[config.mk]
export PLATFORM = sky130hd
export DESIGN_NAME = id_stage_pipe
export DESIGN_NICKNAME = d
export VERILOG_FILES = /design/src/rtl/id_stage_pipe.sv
export SDC_FILE = /design/constraint.sdc
export NUM_CORES = 2
export LEC_CHECK = 0
export CAP_MARGIN = 20
export CORE_ASPECT_RATIO = 1.1
export CORE_MARGIN = 2
export CORE_UTILIZATION = 62
export DETAILED_ROUTE_END_ITERATION = 8
export PLACE_DENSITY = 0.84
export SLEW_MARGIN = 20
export SYNTH_ARGS = -nofsm -noshare
export SYNTH_HDL_FRONTEND = slang
export SYNTH_SLANG_ARGS = --single-unit
[constraint.sdc]
create_clock -name i_clk -period 2.7 [get_ports i_clk]
set_clock_uncertainty 0.15 [all_clocks]
set_input_delay 0.54 -clock i_clk [delete_from_list [all_inputs] [get_ports i_clk]]
set_output_delay 0.54 -clock i_clk [all_outputs]
set_load 0.01 [all_outputs]
[src/rtl/id_stage_pipe.sv]
// RV32I instruction-decode stage: field/immediate/control decode, register file and ID/EX register.
// Defining ID_WB_BYPASS_EN forwards a same-cycle write-back into the operand read.
module id_stage_pipe #(
    parameter int XLEN = 32,
    parameter int NREG = 32
) (
    input  logic            i_clk,
    input  logic            i_rst_n,
    input  logic            i_if_valid,
    output logic            o_if_ready,
    input  logic [31:0]     i_inst,
    input  logic [XLEN-1:0] i_pc,
    input  logic            i_flush,
    input  logic            i_wb_we,
    input  logic [4:0]      i_wb_rd,
    input  logic [XLEN-1:0] i_wb_data,
    output logic            o_ex_valid,
    input  logic            i_ex_ready,
    output logic [XLEN-1:0] o_ex_pc,
    output logic [XLEN-1:0] o_ex_rs1_data,
    output logic [XLEN-1:0] o_ex_rs2_data,
    output logic [XLEN-1:0] o_ex_imm,
    output logic [4:0]      o_ex_rd,
    output logic [4:0]      o_ex_alu_ctrl,
    output logic [5:0]      o_ex_ctrl,
    output logic            o_ex_illegal
);
    localparam int RW = (NREG > 1) ? $clog2(NREG) : 1;

    localparam logic [6:0] OP_LUI    = 7'b0110111;
    localparam logic [6:0] OP_AUIPC  = 7'b0010111;
    localparam logic [6:0] OP_JAL    = 7'b1101111;
    localparam logic [6:0] OP_JALR   = 7'b1100111;
    localparam logic [6:0] OP_BRANCH = 7'b1100011;
    localparam logic [6:0] OP_LOAD   = 7'b0000011;
    localparam logic [6:0] OP_STORE  = 7'b0100011;
    localparam logic [6:0] OP_IMM    = 7'b0010011;
    localparam logic [6:0] OP_REG    = 7'b0110011;

    localparam logic [4:0] ALU_ADD  = 5'b00000;
    localparam logic [4:0] ALU_SUB  = 5'b10000;
    localparam logic [4:0] ALU_SLL  = 5'b00100;
    localparam logic [4:0] ALU_SLT  = 5'b10111;
    localparam logic [4:0] ALU_SLTU = 5'b11000;
    localparam logic [4:0] ALU_XOR  = 5'b00011;
    localparam logic [4:0] ALU_SRL  = 5'b00101;
    localparam logic [4:0] ALU_SRA  = 5'b00110;
    localparam logic [4:0] ALU_OR   = 5'b00010;
    localparam logic [4:0] ALU_AND  = 5'b00001;

    localparam logic [6:0] F7_ZERO = 7'b0000000;
    localparam logic [6:0] F7_ALT  = 7'b0100000;

    function automatic logic idx_ok(input logic [4:0] idx);
        return ({27'd0, idx} < NREG);
    endfunction

    logic [6:0] opcode_s;
    logic [4:0] rd_s;
    logic [2:0] funct3_s;
    logic [4:0] rs1_s;
    logic [4:0] rs2_s;
    logic [6:0] funct7_s;

    assign opcode_s = i_inst[6:0];
    assign rd_s     = i_inst[11:7];
    assign funct3_s = i_inst[14:12];
    assign rs1_s    = i_inst[19:15];
    assign rs2_s    = i_inst[24:20];
    assign funct7_s = i_inst[31:25];

    logic [XLEN-1:0] imm_i_s, imm_st_s, imm_b_s, imm_u_s, imm_j_s;

    assign imm_i_s  = {{(XLEN-11){i_inst[31]}}, i_inst[30:20]};
    assign imm_st_s = {{(XLEN-11){i_inst[31]}}, i_inst[30:25], i_inst[11:7]};
    assign imm_b_s  = {{(XLEN-12){i_inst[31]}}, i_inst[7], i_inst[30:25], i_inst[11:8], 1'b0};
    assign imm_u_s  = {{(XLEN-31){i_inst[31]}}, i_inst[30:12], 12'b0};
    assign imm_j_s  = {{(XLEN-20){i_inst[31]}}, i_inst[19:12], i_inst[20], i_inst[30:21], 1'b0};

    logic [XLEN-1:0] imm_s;
    logic [4:0]      alu_s;
    logic            regwrite_s, alu_src_s, memwrite_s, memtoreg_s, jal_s, beq_s;
    logic            rs1_used_s, rs2_used_s, bad_op_s;

    // Opcode/funct decode into immediate, ALU code, control bits and source usage.
    always_comb begin
        imm_s      = '0;
        alu_s      = ALU_ADD;
        regwrite_s = 1'b0;
        alu_src_s  = 1'b0;
        memwrite_s = 1'b0;
        memtoreg_s = 1'b0;
        jal_s      = 1'b0;
        beq_s      = 1'b0;
        rs1_used_s = 1'b0;
        rs2_used_s = 1'b0;
        bad_op_s   = 1'b0;
        case (opcode_s)
            OP_LUI, OP_AUIPC: begin
                imm_s      = imm_u_s;
                regwrite_s = 1'b1;
                alu_src_s  = 1'b1;
            end
            OP_JAL: begin
                imm_s      = imm_j_s;
                regwrite_s = 1'b1;
                alu_src_s  = 1'b1;
                jal_s      = 1'b1;
            end
            OP_JALR: begin
                imm_s      = imm_i_s;
                regwrite_s = 1'b1;
                alu_src_s  = 1'b1;
                rs1_used_s = 1'b1;
                bad_op_s   = (funct3_s != 3'b000);
            end
            OP_BRANCH: begin
                imm_s      = imm_b_s;
                alu_s      = ALU_SUB;
                beq_s      = 1'b1;
                rs1_used_s = 1'b1;
                rs2_used_s = 1'b1;
                bad_op_s   = (funct3_s == 3'b010) || (funct3_s == 3'b011);
            end
            OP_LOAD: begin
                imm_s      = imm_i_s;
                regwrite_s = 1'b1;
                alu_src_s  = 1'b1;
                memtoreg_s = 1'b1;
                rs1_used_s = 1'b1;
                bad_op_s   = (funct3_s == 3'b011) || (funct3_s == 3'b110) || (funct3_s == 3'b111);
            end
            OP_STORE: begin
                imm_s      = imm_st_s;
                alu_src_s  = 1'b1;
                memwrite_s = 1'b1;
                rs1_used_s = 1'b1;
                rs2_used_s = 1'b1;
                bad_op_s   = (funct3_s > 3'b010);
            end
            OP_IMM: begin
                imm_s      = imm_i_s;
                regwrite_s = 1'b1;
                alu_src_s  = 1'b1;
                rs1_used_s = 1'b1;
                case (funct3_s)
                    3'b000:  alu_s = ALU_ADD;
                    3'b010:  alu_s = ALU_SLT;
                    3'b011:  alu_s = ALU_SLTU;
                    3'b100:  alu_s = ALU_XOR;
                    3'b110:  alu_s = ALU_OR;
                    3'b111:  alu_s = ALU_AND;
                    3'b001: begin
                        alu_s    = ALU_SLL;
                        bad_op_s = (funct7_s != F7_ZERO);
                    end
                    3'b101: begin
                        if (funct7_s == F7_ALT) begin
                            alu_s = ALU_SRA;
                        end else begin
                            alu_s    = ALU_SRL;
                            bad_op_s = (funct7_s != F7_ZERO);
                        end
                    end
                    default: bad_op_s = 1'b1;
                endcase
            end
            OP_REG: begin
                regwrite_s = 1'b1;
                rs1_used_s = 1'b1;
                rs2_used_s = 1'b1;
                case ({funct7_s, funct3_s})
                    {F7_ZERO, 3'b000}: alu_s = ALU_ADD;
                    {F7_ALT,  3'b000}: alu_s = ALU_SUB;
                    {F7_ZERO, 3'b001}: alu_s = ALU_SLL;
                    {F7_ZERO, 3'b010}: alu_s = ALU_SLT;
                    {F7_ZERO, 3'b011}: alu_s = ALU_SLTU;
                    {F7_ZERO, 3'b100}: alu_s = ALU_XOR;
                    {F7_ZERO, 3'b101}: alu_s = ALU_SRL;
                    {F7_ALT,  3'b101}: alu_s = ALU_SRA;
                    {F7_ZERO, 3'b110}: alu_s = ALU_OR;
                    {F7_ZERO, 3'b111}: alu_s = ALU_AND;
                    default:           bad_op_s = 1'b1;
                endcase
            end
            default: bad_op_s = 1'b1;
        endcase
    end

    // A register index outside the implemented file (RV32E) is only illegal where the field is used.
    logic reg_bad_s, illegal_s;
    logic [5:0] ctrl_s;
    logic [4:0] alu_f_s;

    assign reg_bad_s = (rs1_used_s && !idx_ok(rs1_s)) ||
                       (rs2_used_s && !idx_ok(rs2_s)) ||
                       (regwrite_s && !idx_ok(rd_s));
    assign illegal_s = bad_op_s || reg_bad_s;
    assign alu_f_s   = illegal_s ? ALU_ADD : alu_s;
    assign ctrl_s    = {regwrite_s && !illegal_s, alu_src_s, memwrite_s && !illegal_s,
                        memtoreg_s, jal_s, beq_s};

    logic [XLEN-1:0] rf_q [NREG];
    logic            wb_en_s;
    logic [XLEN-1:0] rs1_data_s, rs2_data_s;

    assign wb_en_s = i_wb_we && (i_wb_rd != 5'd0) && idx_ok(i_wb_rd);

    // Register file write port; reset clears every entry.
    always_ff @(posedge i_clk or negedge i_rst_n) begin
        if (!i_rst_n) begin
            for (int i = 0; i < NREG; i++) begin
                rf_q[i] <= '0;
            end
        end else if (wb_en_s) begin
            rf_q[i_wb_rd[RW-1:0]] <= i_wb_data;
        end
    end

    // Combinational operand read; x0 and unimplemented indices read as zero.
    always_comb begin
        if ((rs1_s != 5'd0) && idx_ok(rs1_s)) begin
            rs1_data_s = rf_q[rs1_s[RW-1:0]];
        end else begin
            rs1_data_s = '0;
        end
        if ((rs2_s != 5'd0) && idx_ok(rs2_s)) begin
            rs2_data_s = rf_q[rs2_s[RW-1:0]];
        end else begin
            rs2_data_s = '0;
        end
`ifdef ID_WB_BYPASS_EN
        if (wb_en_s && (i_wb_rd == rs1_s)) begin
            rs1_data_s = i_wb_data;
        end else begin
            rs1_data_s = rs1_data_s;
        end
        if (wb_en_s && (i_wb_rd == rs2_s)) begin
            rs2_data_s = i_wb_data;
        end else begin
            rs2_data_s = rs2_data_s;
        end
`endif
    end

    logic            ex_valid_q, ex_valid_d;
    logic [XLEN-1:0] ex_pc_q, ex_pc_d;
    logic [XLEN-1:0] ex_rs1_q, ex_rs1_d;
    logic [XLEN-1:0] ex_rs2_q, ex_rs2_d;
    logic [XLEN-1:0] ex_imm_q, ex_imm_d;
    logic [4:0]      ex_rd_q, ex_rd_d;
    logic [4:0]      ex_alu_q, ex_alu_d;
    logic [5:0]      ex_ctrl_q, ex_ctrl_d;
    logic            ex_ill_q, ex_ill_d;

    logic adv_s, hazard_s, accept_s;

    assign hazard_s = ex_valid_q && ex_ctrl_q[2] && (ex_rd_q != 5'd0) &&
                      ((rs1_used_s && (ex_rd_q == rs1_s)) || (rs2_used_s && (ex_rd_q == rs2_s)));
    assign adv_s      = !ex_valid_q || i_ex_ready;
    assign o_if_ready = i_flush || (adv_s && !hazard_s);
    assign accept_s   = adv_s && !hazard_s && !i_flush && i_if_valid;

    // ID/EX next state: flush kills, an open slot captures or bubbles, a stall holds.
    always_comb begin
        ex_valid_d = ex_valid_q;
        ex_pc_d    = ex_pc_q;
        ex_rs1_d   = ex_rs1_q;
        ex_rs2_d   = ex_rs2_q;
        ex_imm_d   = ex_imm_q;
        ex_rd_d    = ex_rd_q;
        ex_alu_d   = ex_alu_q;
        ex_ctrl_d  = ex_ctrl_q;
        ex_ill_d   = ex_ill_q;
        if (i_flush) begin
            ex_valid_d = 1'b0;
        end else if (adv_s) begin
            if (accept_s) begin
                ex_valid_d = 1'b1;
                ex_pc_d    = i_pc;
                ex_rs1_d   = rs1_data_s;
                ex_rs2_d   = rs2_data_s;
                ex_imm_d   = imm_s;
                ex_rd_d    = rd_s;
                ex_alu_d   = alu_f_s;
                ex_ctrl_d  = ctrl_s;
                ex_ill_d   = illegal_s;
            end else begin
                ex_valid_d = 1'b0;
            end
        end else begin
            ex_valid_d = ex_valid_q;
        end
    end

    // ID/EX pipeline register.
    always_ff @(posedge i_clk or negedge i_rst_n) begin
        if (!i_rst_n) begin
            ex_valid_q <= 1'b0;
            ex_pc_q    <= '0;
            ex_rs1_q   <= '0;
            ex_rs2_q   <= '0;
            ex_imm_q   <= '0;
            ex_rd_q    <= 5'd0;
            ex_alu_q   <= 5'd0;
            ex_ctrl_q  <= 6'd0;
            ex_ill_q   <= 1'b0;
        end else begin
            ex_valid_q <= ex_valid_d;
            ex_pc_q    <= ex_pc_d;
            ex_rs1_q   <= ex_rs1_d;
            ex_rs2_q   <= ex_rs2_d;
            ex_imm_q   <= ex_imm_d;
            ex_rd_q    <= ex_rd_d;
            ex_alu_q   <= ex_alu_d;
            ex_ctrl_q  <= ex_ctrl_d;
            ex_ill_q   <= ex_ill_d;
        end
    end

    assign o_ex_valid    = ex_valid_q;
    assign o_ex_pc       = ex_pc_q;
    assign o_ex_rs1_data = ex_rs1_q;
    assign o_ex_rs2_data = ex_rs2_q;
    assign o_ex_imm      = ex_imm_q;
    assign o_ex_rd       = ex_rd_q;
    assign o_ex_alu_ctrl = ex_alu_q;
    assign o_ex_ctrl     = ex_ctrl_q;
    assign o_ex_illegal  = ex_ill_q;

endmodule
==> summary.txt <==
Timing
  • Slew headroom: between 50 and 60%
  • Final TNS setup: -11840 ps
  • Slew @ Worst Pin: roughly 750 ps
  • Post-route setup slack: -322.3 ps
  • Pins over their slew limit: 0
  • Max Fclk: approximately 330 MHz
  • Setup Viol. Count Final: 136
  • Final worst-path cycle share: 111.9%
  • Fin. Hold Viols: 0
  • RSZ-0062 raised after global routing: true
  • Final Critical Period: 3022 ps

Clocking
  • CTS buffer count: 115
  • CTS tree: built
  • Clock root buffer: clkbuf_16
  • Max Root-Sink Buffers: 3
  • CTS sink count: roughly 1200
  • Skew-Pair Late Insertion Delay: ~720 ps
  • Reg clk slew, reported paths: ~60 ps
  • H-tree Lvls: 3

Power
  • P per Cell Area: around 710 mW/mm^2
  • Total power draw: around 52 mW
  • VDD IR max: approximately 0.54 mV
  • P_leak: approximately 33 nW

Yosys
  • Syn Area/Cell: between 10 and 15 um^2
  • Synth Cell Area: ~0.061 mm^2
  • Post-synth ARST share: between 90% and 100%
  • Sequential fraction of the synthesis area: a little under half
  • Number of flops mapped to enable cells by yosys: 0
  • Post-synth cell types: 59
  • Net Count, Synth: between 4000 and 5000
  • Post-synth top flop: dfrtp_1
  • Synth top area cells: dfrtp_1 48%, mux2_2 19%, mux4_2 15%, mux2i_1 5.4%, mux2_1 2.1%
  • Synth Register Bits: about 1200
  • Top cell type by total area after synthesis: dfrtp_1
  • Synthesized instance count: between 4000 and 5000
  • Synth top area share: 47.89%
  • Ys Warns: 0

Global route
  • Vias in the first global route: 45900
  • Pin count of the biggest net entering global routing: 90
  • Grt ovf: 0
  • Gr usage total: approximately two fifths
  • Antenna violations before repair: 6
  • First-pass GRT wire length: between 200000 and 300000 um

Critical path
  • Critical Path Start: o_ex_rd[1]$_DFFE_PN0P_
  • Delay of the slowest critical-path stage: around 450 ps
  • Crit-path max FO: 4
  • Crit path kind: flip-flop to output port
  • CP arrival: around 2300 ps
  • Slowest CP cell: dfrtp_2
  • Reg-to-reg critical path startpoint: o_ex_rd[1]$_DFFE_PN0P_
  • Cell Chain, Critical Path: xor2_1, nor4_2, nand4_1, a21oi_2, o21ai_1, buf_2
  • Critical Path RT: 2010 ps
  • Worst setup SP type: flip-flop
  • Setup crit end kind: output port
  • CP top delay family: simple AND/OR/NAND/NOR gates
  • Buf/Inv on CP: 1

Die
  • # IOs: between 200 and 300
  • Die Y: ~330 um
  • Die width: 303.4 um
  • Die area: between 0.1 and 0.15 mm^2
  • Initial Utilization: between 60 and 70%
  • Cell Rows: 120
  • Total core area: between 0.09 and 0.1 mm^2

Placed design
  • Dpl cell area: around 0.069 mm^2
  • Detailed Place HPWL: 123600 um
  • Final Wtd Congestion: 0.9113
  • Placed insts: approximately 5800
  • PortBufs: about 250

Job
  • Maxcap violations: 0

Layout
  • Non-filler cells, final: roughly 6100
  • Layout cell share with drive strength beyond 1: roughly half
  • Post-route cell area: 0.07407 mm^2
  • Area grow syn2layout: 21.15%
  • Nets: 4779

Detailed routing
  • Final wirelength: around 210000 um
  • Drt drc: 0
  • Vias: about 44000
  • Final antenna-violating net count: 0
  • First-pass iteration count of the detailed router: 6
  • Drt wl/cell: approximately 34 um
  • Drt via density: 7.345
  • First DRT Iteration DRCs: around 5500

Outcome
  • Failing checks: setup timing
  • Outcome: finished with violations

Hold path
  • Hold_sp: i_inst[18]
  • Worst hold path class: input pin to flip-flop
what timing repair did:
item                       in CTS  in global routing
setup endpoints to repair      42                138
pin swaps                       7                  9
hold endpoints to repair      110                  0
buffers inserted                8                 19
hold buffers                    1                  0
gates resized for setup        98                 76
gates cloned                   11                 13
power breakdown:
part	internal (mW)	total, mW	leakage (nW)	switching, mW
clock	9.66	16.9	1.97	7.20
sequential	20.8	23.6	15.0	2.80
combinational	7.06	11.8	16.0	4.76
total	37.6	52.3	33.0	14.8
worst paths after layout:
kind / cells past startpoint / endpoint / slack (ps)
max: 6 / o_if_ready / -320
max in group asynchronous: 3 / o_ex_rd[1]$_DFFE_PN0P_ / 1090
min reg2reg: 0 / rf_q[1019]$_DFFE_PN0P_ / 250
min in group asynchronous: 2 / o_ex_pc[18]$_DFFE_PN0P_ / 180
max reg2reg: 12 / o_ex_pc[29]$_DFFE_PN0P_ / -180
min: 4 / o_ex_imm[18]$_DFFE_PN0P_ / 120
sequential cells by signal, summed over array words and instances (netlist names):
name / count
o_ex_valid: 1
o_ex_rs1_data: 32
rf_q: 1024
o_ex_ctrl: 6
o_ex_imm: 32
o_ex_rd: 5
o_ex_alu_ctrl: 5
o_ex_pc: 32
o_ex_rs2_data: 32
o_ex_illegal: 1
layout make-up:
type | instances | area, um^2
Multi-Input combinational cell | 2583 | 30320
Sequential cell | 1170 | 29280
Fill cell | 5444 | 23520
Timing Repair Buffer | 781 | 8851
Clock buffer | 171 | 3483
Tap cell | 1281 | 1603
Clock inverter | 42 | 446.7
Inverter | 21 | 78.83
Antenna cell | 4 | 10.01
worst reg2reg max path, stage by stage, from the launching register on:
cell	delay, ps
dfrtp_2	450
buf_6	130
xor2_2	140
nor4_2	240
nand4_1	160
buf_4	180
a211oi_4	310
nor2_4	80
buf_6	150
buf_12	160
buf_8	150
buf_16	150
mux2_4	320
kinds of logic (layout without fill, tap and decap cells):
kind of cell    Yosys count  in the layout  synth area share [%]
mux                    1879           1879                 41.50
flops                  1170           1170                 47.89
buf+inv                 473           1015                 3.667
simple gates            374            374                 3.291
compound gates          318            318                 3.483
xor+xnor                 12             12                0.1719
other cells               0              4                     0
cells in the mapped netlist, types with 38 or more instances:
master and number:
buf_6 38, nor2b_1 39, buf_1 65, buf_2 48, mux2i_1 331, clkbuf_1 272, mux2_2 1023, o22ai_1 102
o21ai_0 66, dfrtp_1 1170, mux4_2 411, mux2_1 114, nor3_1 99, nor2_1 77
routing by layer:
layer / global-route usage (%) / routed length (um)
met1: 50.65 / 70960
met4: 25.05 / 15730
met5: 0 / 69
met2: 61.23 / 94640
met3: 10.90 / 24020
metrics by stage:
step / util, % / worst slack, ps / hold WS (ps)
finish: 75.90 / -322.3 / 119.6
global route: 75.89 / -365.7 / 142.3
CTS: 75.29 / -409.3 / 110.8
detailed placement: 70.50 / -697.1 / 232.3
global placement: 70.50 / -616.9 / 226.3
floorplan: - / 74.87 / 94.41
layout by cell type, fill, tap and decap left out, types with 5 or more instances in the layout:
cell type / count
a21o_1: 12
nand3_1: 5
inv_1: 21
a211oi_1: 34
a22o_1: 30
a21oi_1: 18
nand3b_1: 7
nor2b_1: 36
clkbuf_1: 21
buf_6: 20
dfrtp_1: 1169
xor2_1: 7
nor2_1: 60
a221oi_1: 32
mux2i_1: 330
nand2_1: 16
buf_12: 149
nor4_1: 32
buf_8: 9
or4_1: 33
bufinv_16: 8
clkdlybuf4s50_1: 243
buf_16: 10
nor3b_1: 5
nand2_2: 16
nand2b_1: 9
buf_4: 337
clkbuf_16: 129
nor3_1: 99
clkinv_2: 30
clkbuf_8: 31
o21ai_0: 65
nor2_4: 17
or2_2: 7
o22ai_1: 102
mux2_4: 112
mux2_2: 1023
mux4_2: 411
o21ai_1: 5
No activity file was read; power rests on OpenSTA's default activity.
